$ cat config.mk
export PLATFORM = sky130hd
export DESIGN_NAME = dmem_arbiter_flat
export DESIGN_NICKNAME = d
export VERILOG_FILES = /design/src/rtl/dmem_arbiter_if.sv /design/src/rtl/dmem_arbiter.sv /design/src/flat_wrapper.sv
export SDC_FILE = /design/constraint.sdc
export NUM_CORES = 1
export LEC_CHECK = 0
export ABC_AREA = 1
export CAP_MARGIN = 30
export CORE_UTILIZATION = 37
export DETAILED_ROUTE_END_ITERATION = 10
export PLACE_DENSITY = 0.84
export SYNTH_ARGS = -nofsm -noshare
export SYNTH_HDL_FRONTEND = slang
export SYNTH_SLANG_ARGS = --single-unit
$ cat constraint.sdc
create_clock -name clk_i -period 1.5 [get_ports clk_i]
set_clock_uncertainty 0.15 [all_clocks]
set_input_delay 0.3 -clock clk_i [delete_from_list [all_inputs] [get_ports clk_i]]
set_output_delay 0.3 -clock clk_i [all_outputs]
set_load 0.05 [all_outputs]
$ cat src/rtl/dmem_arbiter_if.sv
// Bus bundle for the data-memory arbiter: CPU MEM-stage port, debug/loader port,
// memory-side port and status. Signal suffixes are from the arbiter's point of view.
interface dmem_arbiter_if #(
  parameter int ADDR_W = 5,
  parameter int CNT_W  = 16
);
  logic              cpu_req_i;
  logic              cpu_we_i;
  logic [31:0]       cpu_addr_i;
  logic [31:0]       cpu_wdata_i;
  logic [31:0]       cpu_rdata_o;
  logic              cpu_stall_o;

  logic              dbg_req_i;
  logic              dbg_we_i;
  logic [31:0]       dbg_addr_i;
  logic [31:0]       dbg_wdata_i;
  logic [31:0]       dbg_rdata_o;
  logic              dbg_ack_o;

  logic              mem_en_o;
  logic              mem_we_o;
  logic [ADDR_W-1:0] mem_addr_o;
  logic [31:0]       mem_wdata_o;
  logic [31:0]       mem_rdata_i;

  logic              busy_o;
  logic [CNT_W-1:0]  stall_cnt_o;

  modport slave (
    input  cpu_req_i, cpu_we_i, cpu_addr_i, cpu_wdata_i,
    output cpu_rdata_o, cpu_stall_o,
    input  dbg_req_i, dbg_we_i, dbg_addr_i, dbg_wdata_i,
    output dbg_rdata_o, dbg_ack_o,
    output mem_en_o, mem_we_o, mem_addr_o, mem_wdata_o,
    input  mem_rdata_i,
    output busy_o, stall_cnt_o
  );

  modport master (
    output cpu_req_i, cpu_we_i, cpu_addr_i, cpu_wdata_i,
    input  cpu_rdata_o, cpu_stall_o,
    output dbg_req_i, dbg_we_i, dbg_addr_i, dbg_wdata_i,
    input  dbg_rdata_o, dbg_ack_o,
    input  mem_en_o, mem_we_o, mem_addr_o, mem_wdata_o,
    output mem_rdata_i,
    input  busy_o, stall_cnt_o
  );
endinterface

$ cat src/rtl/dmem_arbiter.sv
// Single-port data-memory arbiter: round-robin between the CPU MEM stage and the
// debug port, MEM_LAT-cycle access sequencing, CPU stall generation and stall counting.
module dmem_arbiter #(
  parameter int ADDR_W  = 5,
  parameter int MEM_LAT = 2,
  parameter int CNT_W   = 16
) (
  input  logic           clk_i,
  input  logic           rst_i,
  dmem_arbiter_if.slave  bus
);
  localparam int LAT_W = 4;

  typedef enum logic [1:0] {S_IDLE = 2'd0, S_ACCESS = 2'd1, S_DONE = 2'd2} state_t;
  typedef enum logic {OWN_CPU = 1'b0, OWN_DBG = 1'b1} owner_t;

  state_t              state_q, state_d;
  owner_t              owner_q, owner_d;
  owner_t              last_q, last_d;
  logic                we_q, we_d;
  logic [ADDR_W-1:2]   addr_q, addr_d;
  logic [31:0]         wdata_q, wdata_d;
  logic [LAT_W-1:0]    lat_q, lat_d;
  logic [31:0]         cpu_rdata_q, cpu_rdata_d;
  logic [31:0]         dbg_rdata_q, dbg_rdata_d;
  logic [CNT_W-1:0]    stall_cnt_q, stall_cnt_d;
  logic                grant_dbg;
  logic                cpu_stall;
  logic                in_access;
  logic                unused_addr_bits;

  // Byte-lane and out-of-range address bits are deliberately dropped (wrap modulo 2^ADDR_W).
  assign unused_addr_bits = ^{bus.cpu_addr_i[31:ADDR_W], bus.cpu_addr_i[1:0],
                              bus.dbg_addr_i[31:ADDR_W], bus.dbg_addr_i[1:0]};

  // On a conflict the requester not served last wins; a lone requester always wins.
  assign grant_dbg = bus.dbg_req_i && (!bus.cpu_req_i || last_q == OWN_CPU);
  assign in_access = (state_q == S_ACCESS);
  assign cpu_stall = rst_i && bus.cpu_req_i && !(state_q == S_DONE && owner_q == OWN_CPU);

  always_comb begin
    // NOTE: every combinational output gets a default first so no path infers a latch.
    state_d     = state_q;
    owner_d     = owner_q;
    last_d      = last_q;
    we_d        = we_q;
    addr_d      = addr_q;
    wdata_d     = wdata_q;
    lat_d       = lat_q;
    cpu_rdata_d = cpu_rdata_q;
    dbg_rdata_d = dbg_rdata_q;

    unique case (state_q)
      S_IDLE: begin
        if (bus.cpu_req_i || bus.dbg_req_i) begin
          owner_d = grant_dbg ? OWN_DBG : OWN_CPU;
          we_d    = grant_dbg ? bus.dbg_we_i : bus.cpu_we_i;
          addr_d  = grant_dbg ? bus.dbg_addr_i[ADDR_W-1:2] : bus.cpu_addr_i[ADDR_W-1:2];
          wdata_d = grant_dbg ? bus.dbg_wdata_i : bus.cpu_wdata_i;
          lat_d   = LAT_W'(MEM_LAT - 1);
          state_d = S_ACCESS;
        end
      end
      S_ACCESS: begin
        if (lat_q == '0) begin
          if (!we_q) begin
            if (owner_q == OWN_CPU) cpu_rdata_d = bus.mem_rdata_i;
            else                    dbg_rdata_d = bus.mem_rdata_i;
          end
          state_d = S_DONE;
        end else begin
          lat_d = lat_q - LAT_W'(1);
        end
      end
      S_DONE: begin
        last_d  = owner_q;
        state_d = S_IDLE;
      end
      default: state_d = S_IDLE;
    endcase
  end

  assign stall_cnt_d = (cpu_stall && stall_cnt_q != '1) ? stall_cnt_q + CNT_W'(1) : stall_cnt_q;

  always_ff @(posedge clk_i or negedge rst_i) begin
    if (!rst_i) begin
      state_q     <= S_IDLE;
      owner_q     <= OWN_CPU;
      last_q      <= OWN_DBG;
      we_q        <= 1'b0;
      addr_q      <= '0;
      wdata_q     <= '0;
      lat_q       <= '0;
      cpu_rdata_q <= '0;
      dbg_rdata_q <= '0;
      stall_cnt_q <= '0;
    end else begin
      // NOTE: non-blocking assignments so every register samples pre-edge values.
      state_q     <= state_d;
      owner_q     <= owner_d;
      last_q      <= last_d;
      we_q        <= we_d;
      addr_q      <= addr_d;
      wdata_q     <= wdata_d;
      lat_q       <= lat_d;
      cpu_rdata_q <= cpu_rdata_d;
      dbg_rdata_q <= dbg_rdata_d;
      stall_cnt_q <= stall_cnt_d;
    end
  end

  assign bus.mem_en_o    = in_access;
  assign bus.mem_we_o    = in_access && we_q;
  assign bus.mem_addr_o  = in_access ? {addr_q, 2'b00} : '0;
  assign bus.mem_wdata_o = in_access ? wdata_q : '0;
  assign bus.cpu_rdata_o = cpu_rdata_q;
  assign bus.cpu_stall_o = cpu_stall;
  assign bus.dbg_rdata_o = dbg_rdata_q;
  assign bus.dbg_ack_o   = (state_q == S_DONE) && (owner_q == OWN_DBG);
  assign bus.busy_o      = (state_q != S_IDLE);
  assign bus.stall_cnt_o = stall_cnt_q;
endmodule
$ cat src/flat_wrapper.sv
// flat-port wrapper written by rule: the top's interface ports become plain ports
module dmem_arbiter_flat 
#(
  parameter int ADDR_W  = 5,
  parameter int MEM_LAT = 2,
  parameter int CNT_W   = 16
)
  (clk_i, rst_i, bus_cpu_req_i, bus_cpu_we_i, bus_cpu_addr_i, bus_cpu_wdata_i, bus_cpu_rdata_o, bus_cpu_stall_o, bus_dbg_req_i, bus_dbg_we_i, bus_dbg_addr_i, bus_dbg_wdata_i, bus_dbg_rdata_o, bus_dbg_ack_o, bus_mem_en_o, bus_mem_we_o, bus_mem_addr_o, bus_mem_wdata_o, bus_mem_rdata_i, bus_busy_o, bus_stall_cnt_o);
  dmem_arbiter_if #(.ADDR_W(ADDR_W), .CNT_W(CNT_W)) bus_i ();
  input  logic clk_i;
  input  logic rst_i;
  input wire logic [$bits(bus_i.cpu_req_i)-1:0] bus_cpu_req_i;
  input wire logic [$bits(bus_i.cpu_we_i)-1:0] bus_cpu_we_i;
  input wire logic [$bits(bus_i.cpu_addr_i)-1:0] bus_cpu_addr_i;
  input wire logic [$bits(bus_i.cpu_wdata_i)-1:0] bus_cpu_wdata_i;
  output wire logic [$bits(bus_i.cpu_rdata_o)-1:0] bus_cpu_rdata_o;
  output wire logic [$bits(bus_i.cpu_stall_o)-1:0] bus_cpu_stall_o;
  input wire logic [$bits(bus_i.dbg_req_i)-1:0] bus_dbg_req_i;
  input wire logic [$bits(bus_i.dbg_we_i)-1:0] bus_dbg_we_i;
  input wire logic [$bits(bus_i.dbg_addr_i)-1:0] bus_dbg_addr_i;
  input wire logic [$bits(bus_i.dbg_wdata_i)-1:0] bus_dbg_wdata_i;
  output wire logic [$bits(bus_i.dbg_rdata_o)-1:0] bus_dbg_rdata_o;
  output wire logic [$bits(bus_i.dbg_ack_o)-1:0] bus_dbg_ack_o;
  output wire logic [$bits(bus_i.mem_en_o)-1:0] bus_mem_en_o;
  output wire logic [$bits(bus_i.mem_we_o)-1:0] bus_mem_we_o;
  output wire logic [$bits(bus_i.mem_addr_o)-1:0] bus_mem_addr_o;
  output wire logic [$bits(bus_i.mem_wdata_o)-1:0] bus_mem_wdata_o;
  input wire logic [$bits(bus_i.mem_rdata_i)-1:0] bus_mem_rdata_i;
  output wire logic [$bits(bus_i.busy_o)-1:0] bus_busy_o;
  output wire logic [$bits(bus_i.stall_cnt_o)-1:0] bus_stall_cnt_o;
  assign bus_i.cpu_req_i = bus_cpu_req_i;
  assign bus_i.cpu_we_i = bus_cpu_we_i;
  assign bus_i.cpu_addr_i = bus_cpu_addr_i;
  assign bus_i.cpu_wdata_i = bus_cpu_wdata_i;
  assign bus_cpu_rdata_o = bus_i.cpu_rdata_o;
  assign bus_cpu_stall_o = bus_i.cpu_stall_o;
  assign bus_i.dbg_req_i = bus_dbg_req_i;
  assign bus_i.dbg_we_i = bus_dbg_we_i;
  assign bus_i.dbg_addr_i = bus_dbg_addr_i;
  assign bus_i.dbg_wdata_i = bus_dbg_wdata_i;
  assign bus_dbg_rdata_o = bus_i.dbg_rdata_o;
  assign bus_dbg_ack_o = bus_i.dbg_ack_o;
  assign bus_mem_en_o = bus_i.mem_en_o;
  assign bus_mem_we_o = bus_i.mem_we_o;
  assign bus_mem_addr_o = bus_i.mem_addr_o;
  assign bus_mem_wdata_o = bus_i.mem_wdata_o;
  assign bus_i.mem_rdata_i = bus_mem_rdata_i;
  assign bus_busy_o = bus_i.busy_o;
  assign bus_stall_cnt_o = bus_i.stall_cnt_o;
  dmem_arbiter #(.ADDR_W(ADDR_W), .MEM_LAT(MEM_LAT), .CNT_W(CNT_W)) u_core (.clk_i(clk_i), .rst_i(rst_i), .bus(bus_i));
endmodule
==> results of run 1 <==
-- repair_timing --
action                                 4_1_cts  5_1_grt
gates resized for setup                    169      171
hold buffers                                 1        0
endpoints found under the hold margin      123        0
setup endpoints to repair                  162      188
gates cloned                                17        7
pin swaps                                   16       42
setup buffers                               45       35
-- area by class of cell --
type | count | area share (%)
clock buffers | 22 | 3.68
clock inverters | 10 | 0.894
inverters | 93 | 2.83
multi-input cells | 457 | 25.4
flip-flops and latches | 124 | 24.5
well taps | 188 | 1.83
repair buffers | 359 | 40.9
-- power by group --
part	switching, W	internal, W	total (W)
combinational	0.0124	0.0110	0.0233
clock	0.00161	0.00257	0.00418
sequential	0.00164	0.00497	0.00662
total	0.0156	0.0185	0.0341
-- worst max-delay path: cells and delay by family (launching register included) --
kind | cells | cell delay [ps]
compound gates | 2 | 340
simple gates | 2 | 170
buf+inv | 7 | 850
flops | 1 | 420
-- placed cells by master, fill, tap and decap left out, drive strengths merged --
cell type,netlist,routed
dlygate4sd3,0,1
o22ai,37,37
nand3,14,14
clkdlybuf4s50,0,106
dfrtp,123,123
bufinv,0,2
nand3b,2,2
nand4,7,7
buf,28,245
nor2,99,99
clkbuf,9,28
conb,1,2
dfstp,1,1
clkinvlp,0,3
a21oi,1,1
clkinv,1,6
nor3,2,2
bufbuf,0,1
nand2,174,175
xor2,2,2
o21ai,108,108
ha,3,3
xnor2,5,5
inv,92,92
-- metal layers --
| metal | global-route usage (%) | wire [um] |
|---|---|---|
| met1 | 34.9 | 9740 |
| met2 | 54.5 | 14900 |
| met3 | 7.83 | 2090 |
| met4 | 17.5 | 1940 |
| met5 | 0 | 0 |
-- flip-flops by register name, summed over array words and instances (netlist names), 2 cells and up --
signal and flops:
u_core.bus.cpu_rdata_o 32, u_core.addr_q 3, u_core.wdata_q 32, u_core.lat_q 4
u_core.state_q 2, u_core.bus.stall_cnt_o 16, u_core.bus.dbg_rdata_o 32
-- path summary, 6_finish.rpt --
kind,startpoint,end,cells past startpoint
setup / recovery,u_core.state_q[1],u_core.wdata_q[28],11
hold / removal,bus_mem_rdata_i[2],u_core.bus.dbg_rdata_o[2],3
setup reg to reg,u_core.state_q[1],u_core.wdata_q[28],11
hold reg to reg,u_core.last_q,u_core.last_q,2
max in group asynchronous,rst_i,u_core.bus.cpu_rdata_o[17],3
min in group asynchronous,rst_i,u_core.bus.stall_cnt_o[3],3
-- Yosys cell counts, types with 2 or more instances --
cell	n
buf_1	5
nor2_4	2
nand4_1	7
nand2_2	4
dfrtp_1	123
nand2_1	169
clkbuf_1	9
nand3_1	12
xnor2_1	5
buf_4	6
nand3b_1	2
buf_2	12
xor2_1	2
nor2_2	3
o21ai_1	81
nor2_1	93
buf_6	5
nor3_1	2
ha_1	3
inv_1	85
o22ai_1	37
inv_2	7
o21ai_0	27
-- kinds of logic (layout without fill, tap and decap cells) --
group,Yosys count,after routing
AOI/OAI and AO/OA,146,146
xor gates and xnor gates,7,7
adders and majority gates,3,3
buffers and inverters,130,484
DFF,124,124
other,1,2
and+or+nand+nor,298,299
-- through the flow --
| step | area (um^2) | worst slack, ps | utilization (%) | TNS, ps |
|---|---|---|---|---|
| detailed placement | 10100 | -424 | 66.4 | -36250 |
| CTS | 12100 | -563 | 79.5 | -49520 |
| global placement | 10100 | -338 | 66.4 | -29350 |
| global route | 12900 | -568 | 84.7 | -69670 |
| floorplan | 6200 | -396 | - | -36310 |
| finish | 12900 | -548 | 84.7 | -63350 |
==> flow_summary.ini, run 1 <==
[logic_synthesis]
ys_types = 31
synth-edff-count = 0
syn_area_mm2 = 0.00578
synth_simple_gate_area_share_pct = 21.4
synthMuxAreaShare_pct = 0
synth_fa_ha_area_share_pct = 0.649
ys_async_sr_fraction_pct = 100
synth_top_family_by_area = simple AND/OR/NAND/NOR gates
synth-seq-cells = 124
yosysSeqAreaShare_pct = 53.7
synth_compound_area_share_pct = 13.4
syn-mean-instance-area_um2 = 8.16
synth_ff_type = dfrtp_1
synthDominantCellAreaShare_pct = 53.2
synth_largest_area_cell = dfrtp_1
synth_xor_area_share_pct = 1.06
synthCells = 709
ys_warn_count = 0
synth_area_leaders = dfrtp_1, nand2_1, o21ai_1

[power_and_ir_drop]
ir_worst_vdd_mv = 1.72
powerDensity_mw_per_mm2 = 2650
total_leakage_power_nw = 5.79
finalPower_w = 0.0341

[setup_path]
worst-r2r-setup-slack_ps = -550
slowest_delay_ps = 420
crit_top_cell = buf_12
crit_path_top_delay_cell = dfrtp_1
critPathArrivalTime_ps = 2220
crit_path_start_kind = flip-flop
critPathKind = reg2reg
required_ps = 1670
cp_max_fo = 9
cp-end-kind = flip-flop
path_cells = buf_4, buf_6, inv_4, nand2_2, buf_4, nor2_4, buf_12, buf_12, buf_12, o21ai_0, o22ai_1

[die]
die_area_mm2 = 0.0161
die_h_um = 127
fp.dieW_um = 127
initial_utilization_pct = 38.0
placementRows = 45
core_mm2 = 0.0152
pin_count = 288

[routing]
drt-total-wl_um = 28700
post_drt_wl_per_cell_um = 22.9
antenna_left = 0
vias = 6979
avgViaCountPerCell = 5.57
drt_first_iter_violations = 539
drc = 0
dr.pass1.iters = 5

[placed_design]
portBuffers = 227
dpl.cell_count = 1138
gp_congestion = 0.870
post-dp-hpwl_um = 13300

[global_routing]
grt_usage_pct = 31.2
grt_pass1_wl_um = 37800
grt_pass1_vias = 7015
grt_overflow = 0
grt_max_degree = 125
antenna_found_initial = 0

[sta]
max_freq_mhz = 488
setup_violations = 172
finalWorstSetupSlack_ps = -548
hold_viol_final = 0
report.final.slew_viol_count = 0
rsz0062_at_grt = yes
worstMarginPinSlew_ps = 763
min_period_ps = 2050
fin_hold_ws_ps = 325
period_share_pct = 137
relSlewSlack_pct = 49.1

[final_layout]
multiInputGateArea_mm2 = 0.00327
layout-drive-gt1-share_pct = 51.3
nNetsFinal = 1221
nFillCells = 694
antennaDiodeCount = 0
seqCellArea_mm2 = 0.00315
final_cells = 1253
syn_to_final_growth_pct = 123

[clocking]
clk_latency_ps = 420
cts_max_level = 4
clkTransAtPathRegs_ps = 60
cts_root_buf = clkbuf_16
cts_buffer_depth = 2
cts_tree = yes
cts_made_buffers = 17
cts.sinks = 124

[outcome]
status = complete, but fails checks
violations = setup timing

[worst_hold_path]
hp-class = in2reg

[job]
maxCapViolCount = 0
Note: power is estimated with default switching activity, not from simulation.
==> run 2, diff against run 1 <==
--- a/config.mk
+++ b/config.mk
@@ -13,3 +13,4 @@
 export SYNTH_ARGS = -nofsm -noshare
 export SYNTH_HDL_FRONTEND = slang
 export SYNTH_SLANG_ARGS = --single-unit
+export TNS_END_PERCENT = 20
==> flow_summary.ini, run 2 (same netlist as run 1, synthesis figures left out) <==
[clocking]
cts_tree = yes
cts_root_buf = clkbuf_16
cts_made_buffers = 17
cts_buffer_depth = 2
clk_latency_ps = 410
cts_max_level = 4
cts.sinks = 124
clkTransAtPathRegs_ps = 60

[sta]
report.final.slew_viol_count = 0
tns_ps = -54040
min_period_ps = 2010
max_freq_mhz = 497
rsz0062_at_grt = yes
finalWorstSetupSlack_ps = -511
setup_violations = 177
hold_viol_final = 0
period_share_pct = 134
relSlewSlack_pct = 65.9
worstMarginPinSlew_ps = 512
fin_hold_ws_ps = 298

[final_layout]
final_area_mm2 = 0.0112
final_cells = 1193
layout_commonest_cell = nand2_1
final_cell_mix = nand2_1, buf_12, dfrtp_1
nNetsFinal = 1161
layout-drive-gt1-share_pct = 30.3
syn_to_final_growth_pct = 93.2
antennaDiodeCount = 0

[outcome]
status = complete, but fails checks
violations = setup timing

[die]
die_h_um = 127
die_area_mm2 = 0.0161
initial_utilization_pct = 38.0
placementRows = 45
fp.dieW_um = 127
core_mm2 = 0.0152
pin_count = 288

[routing]
drt_first_iter_violations = 484
vias = 5915
post_drt_wl_per_cell_um = 16.4
drt-total-wl_um = 19600
drc = 0
dr.pass1.iters = 5
antenna_left = 0
avgViaCountPerCell = 4.96

[worst_hold_path]
hold_end = u_core.bus.dbg_rdata_o[30]
min_from = bus_mem_rdata_i[30]
min_path_cells = 3
hp-class = in2reg

[global_routing]
grt_max_degree = 71
antenna_found_initial = 0
grt_pass1_vias = 5922
grt_overflow = 0
grt_pass1_wl_um = 30000
grt_usage_pct = 24.0

[setup_path]
reg2reg_from = u_core.state_q[1]
reg2reg_depth = 9
timing.rr.end = u_core.bus.dbg_rdata_o[19]
crit_path_top_delay_cell = dfrtp_1
slowest_delay_ps = 420
cp.depth = 5
critPathKind = reg2out
cp-end-kind = primary output
critPathArrivalTime_ps = 1560
path_delay_family = flip-flops
cp_max_fo = 8
worst-r2r-setup-slack_ps = -420
required_ps = 1050
path_cells = nor2_4, inv_8, buf_12, nor2_4, buf_12
crit_path_start_kind = flip-flop
crit_buf_inv = 3

[power_and_ir_drop]
ir_worst_vdd_mv = 1.86
powerDensity_mw_per_mm2 = 2670
finalPower_w = 0.0298
total_leakage_power_nw = 5.08

[job]
maxCapViolCount = 0

[placed_design]
portBuffers = 227
placed_area_mm2 = 0.0101
post-dp-hpwl_um = 13100
dpl.cell_count = 1146
gp_congestion = 0.836
## run 2: cell count changes in the layout (fill, tap and decap cells not counted), sizes merged
cell	change
buf	-56
bufinv	+1
bufbuf	-1
clkinv	-1
nand2	-1
inv	+2
clkbuf	-5
clkinvlp	+1
## run 2: cell type report
type,count,area (um^2)
inverter,93,359
tap,188,235
fill,948,4030
multi-input combinational,456,2500
sequential,124,3110
timing repair buffer,300,4350
clock inverter,13,165
clock buffer,19,453
## run 2: tightest hold or removal path, delay by kind of cell
family,cells,cell delay [ps]
buffers and inverters,1,410
and+or+nand+nor,2,110
## run 2: metal layers
| metal | vias up | global-route usage (%) | routed length, um |
|---|---|---|---|
| met5 | - | 0 | 0 |
| met1 | 2802 | 25.8 | 7220 |
| li1 | 2845 | - | - |
| met2 | 236 | 43.3 | 10500 |
| met3 | 32 | 9.51 | 1590 |
| met4 | 0 | 7.42 | 340 |
## run 2: per-stage QoR
step | utilization [%] | setup WS (ps)
6_report | 73.5 | -511
5_1_grt | 73.5 | -559
4_1_cts | 71.7 | -537
3_5_place_dp | 66.1 | -324
3_3_place_gp | 66.1 | -300
2_1_floorplan | - | -397
## run 2: what timing repair did
action,in CTS,in global routing
buffers inserted,3,6
hold buffers,1,0
gates resized for setup,48,34
setup endpoints to repair,167,217
cloned,2,4
pin swaps,2,12
hold endpoints to repair,70,0
## run 2: worst max path at each step
stage,from,end,slack (ps)
final,u_core.state_q[1],bus_mem_addr_o[3],-510
after global routing,u_core.state_q[1],bus_mem_wdata_o[9],-560
after CTS,u_core.state_q[1],bus_mem_addr_o[3],-540
after detailed placement,bus_cpu_req_i,u_core.bus.stall_cnt_o[2],-320
after global placement,bus_cpu_req_i,u_core.bus.stall_cnt_o[2],-300
after floorplan,u_core.state_q[1],bus_mem_addr_o[2],-400
## run 2: report_power, final
part	internal (W)	switching, W	leakage (nW)
Sequential	0.00491	0.00125	1.50
Clock	0.00271	0.00155	0.292
Combinational	0.00884	0.0106	3.29
==> run 3, diff against run 2 <==
--- a/config.mk
+++ b/config.mk
@@ -10,6 +10,7 @@
 export CORE_UTILIZATION = 37
 export DETAILED_ROUTE_END_ITERATION = 10
 export PLACE_DENSITY = 0.84
+export SKIP_LAST_GASP = 1
 export SYNTH_ARGS = -nofsm -noshare
 export SYNTH_HDL_FRONTEND = slang
 export SYNTH_SLANG_ARGS = --single-unit
==> flow_summary.ini, run 3 (same netlist as run 1, synthesis figures left out) <==
[outcome]
status = complete, but fails checks
violations = setup timing

[final_layout]
nNetsFinal = 1162
syn_to_final_growth_pct = 91.6
final_cell_mix = nand2_1, buf_12, dfrtp_1
antennaDiodeCount = 0
final_core_util_pct = 72.9
layout_commonest_cell = nand2_1
layout-drive-gt1-share_pct = 29.4

[sta]
tns_ps = -54450
hold_viol_final = 0
relSlewSlack_pct = 52.6
worstMarginPinSlew_ps = 711
finalWorstSetupSlack_ps = -505
rsz0062_at_grt = yes
min_period_ps = 2000
period_share_pct = 134
max_freq_mhz = 499
setup_violations = 174
report.final.slew_viol_count = 0

[setup_path]
cp_max_fo = 9
critPathArrivalTime_ps = 2200
reg2reg_from = u_core.state_q[1]
reg2reg_depth = 10
critPathKind = reg2reg
cp-end-kind = flip-flop
required_ps = 1700
crit_start = u_core.state_q[1]
crit_path_start_kind = flip-flop

[clocking]
cts_root_buf = clkbuf_16
cts_buffer_depth = 2
cts.sinks = 124
clk_latency_ps = 410
clkTransAtPathRegs_ps = 60
cts_made_buffers = 17
cts_tree = yes
cts_max_level = 4

[job]
maxCapViolCount = 0

[global_routing]
grt_pass1_wl_um = 29800
antenna_found_initial = 0
grt_max_degree = 71
grt_pass1_vias = 5883
grt_overflow = 0
grt_usage_pct = 23.9

[die]
core_mm2 = 0.0152
placementRows = 45
die_h_um = 127
fp.dieW_um = 127
initial_utilization_pct = 38.0
die_area_mm2 = 0.0161
pin_count = 288

[routing]
drt_first_iter_violations = 460
vias = 5972
drc = 0
drt-total-wl_um = 19600
dr.pass1.iters = 7
antenna_left = 0
avgViaCountPerCell = 5.00
post_drt_wl_per_cell_um = 16.4

[power_and_ir_drop]
p_sw_share_pct = 44.9
ir_worst_vdd_mv = 1.84
p_sw_w = 0.0134
power_frac_clock_pct = 14.3
seq_power_share_pct = 20.6
p_int_w = 0.0164
combPwrFrac_pct = 65.1
total_leakage_power_nw = 5.08
powerDensity_mw_per_mm2 = 2690

[placed_design]
post-dp-hpwl_um = 13100
portBuffers = 227
gp_congestion = 0.836

[worst_hold_path]
min_path_cells = 3
hp-class = in2reg
min_from = bus_mem_rdata_i[30]
-- run 3: cell count changes in the layout (fill, tap and decap cells not counted), sizes merged --
cell	delta
clkbuf	+1
-- run 3: worst paths after layout --
path	slack [ps]	end
setup reg to reg	-500	u_core.bus.dbg_rdata_o[19]
hold reg to reg	340	u_core.last_q
setup / recovery	-500	u_core.bus.dbg_rdata_o[19]
min in group asynchronous	470	u_core.bus.stall_cnt_o[7]
hold / removal	300	u_core.bus.dbg_rdata_o[30]
max in group asynchronous	60	u_core.bus.stall_cnt_o[0]
-- run 3: metrics by stage --
step / hold WS, ps / setup WS, ps / cells / area, um^2 / power, W
floorplan: -146 / -397 / 710 / 6090 / 0.0154
global placement: 325 / -300 / 1146 / 10100 / 0.0240
detailed placement: 338 / -324 / 1146 / 10100 / 0.0244
CTS: 277 / -537 / 1184 / 10800 / 0.0293
global route: 301 / -566 / 1194 / 11100 / 0.0310
finish: 300 / -505 / 1194 / 11100 / 0.0298
-- run 3: routing by layer --
metal | share of wire [%] | global-route usage, %
met5 | 0 | 0
met4 | 2.1 | 7.35
met3 | 7.9 | 9.42
met2 | 53 | 42.7
met1 | 37 | 25.9
-- run 3: cell type report --
type	instances	area (um^2)
Sequential cell	124	3110
Multi-Input combinational cell	456	2450
Timing Repair Buffer	301	4310
Clock buffer	19	453
Tap cell	188	235
Fill cell	974	4120
Inverter	93	359
Clock inverter	13	165
-- run 3: critical path, stage by stage, from the launching register on --
cell and delay (ps):
dfrtp_1 420, nor2_4 200, inv_8 100, buf_4 140, buf_6 110, nor2_4 120
nand2_4 120, nor2_8 230, clkbuf_16 210, nand2_1 50, nand2_1 90
-- run 3: timing repair --
item	4_1_cts	5_1_grt
cloned	2	5
pin swaps	1	9
endpoints found under the setup margin	167	213
endpoints found under the hold margin	70	0
hold buffers	1	0
setup buffers	3	6
gates resized for setup	10	29
-- run 3: power groups by stage --
stage                     clock [W]  combinational (W)  sequential [W]
after floorplan                   0            0.00652         0.00890
after global placement            0             0.0179         0.00605
after detailed placement          0             0.0183         0.00615
after CTS                   0.00433             0.0188         0.00612
after global routing        0.00449             0.0202         0.00633
final                       0.00426             0.0194         0.00615
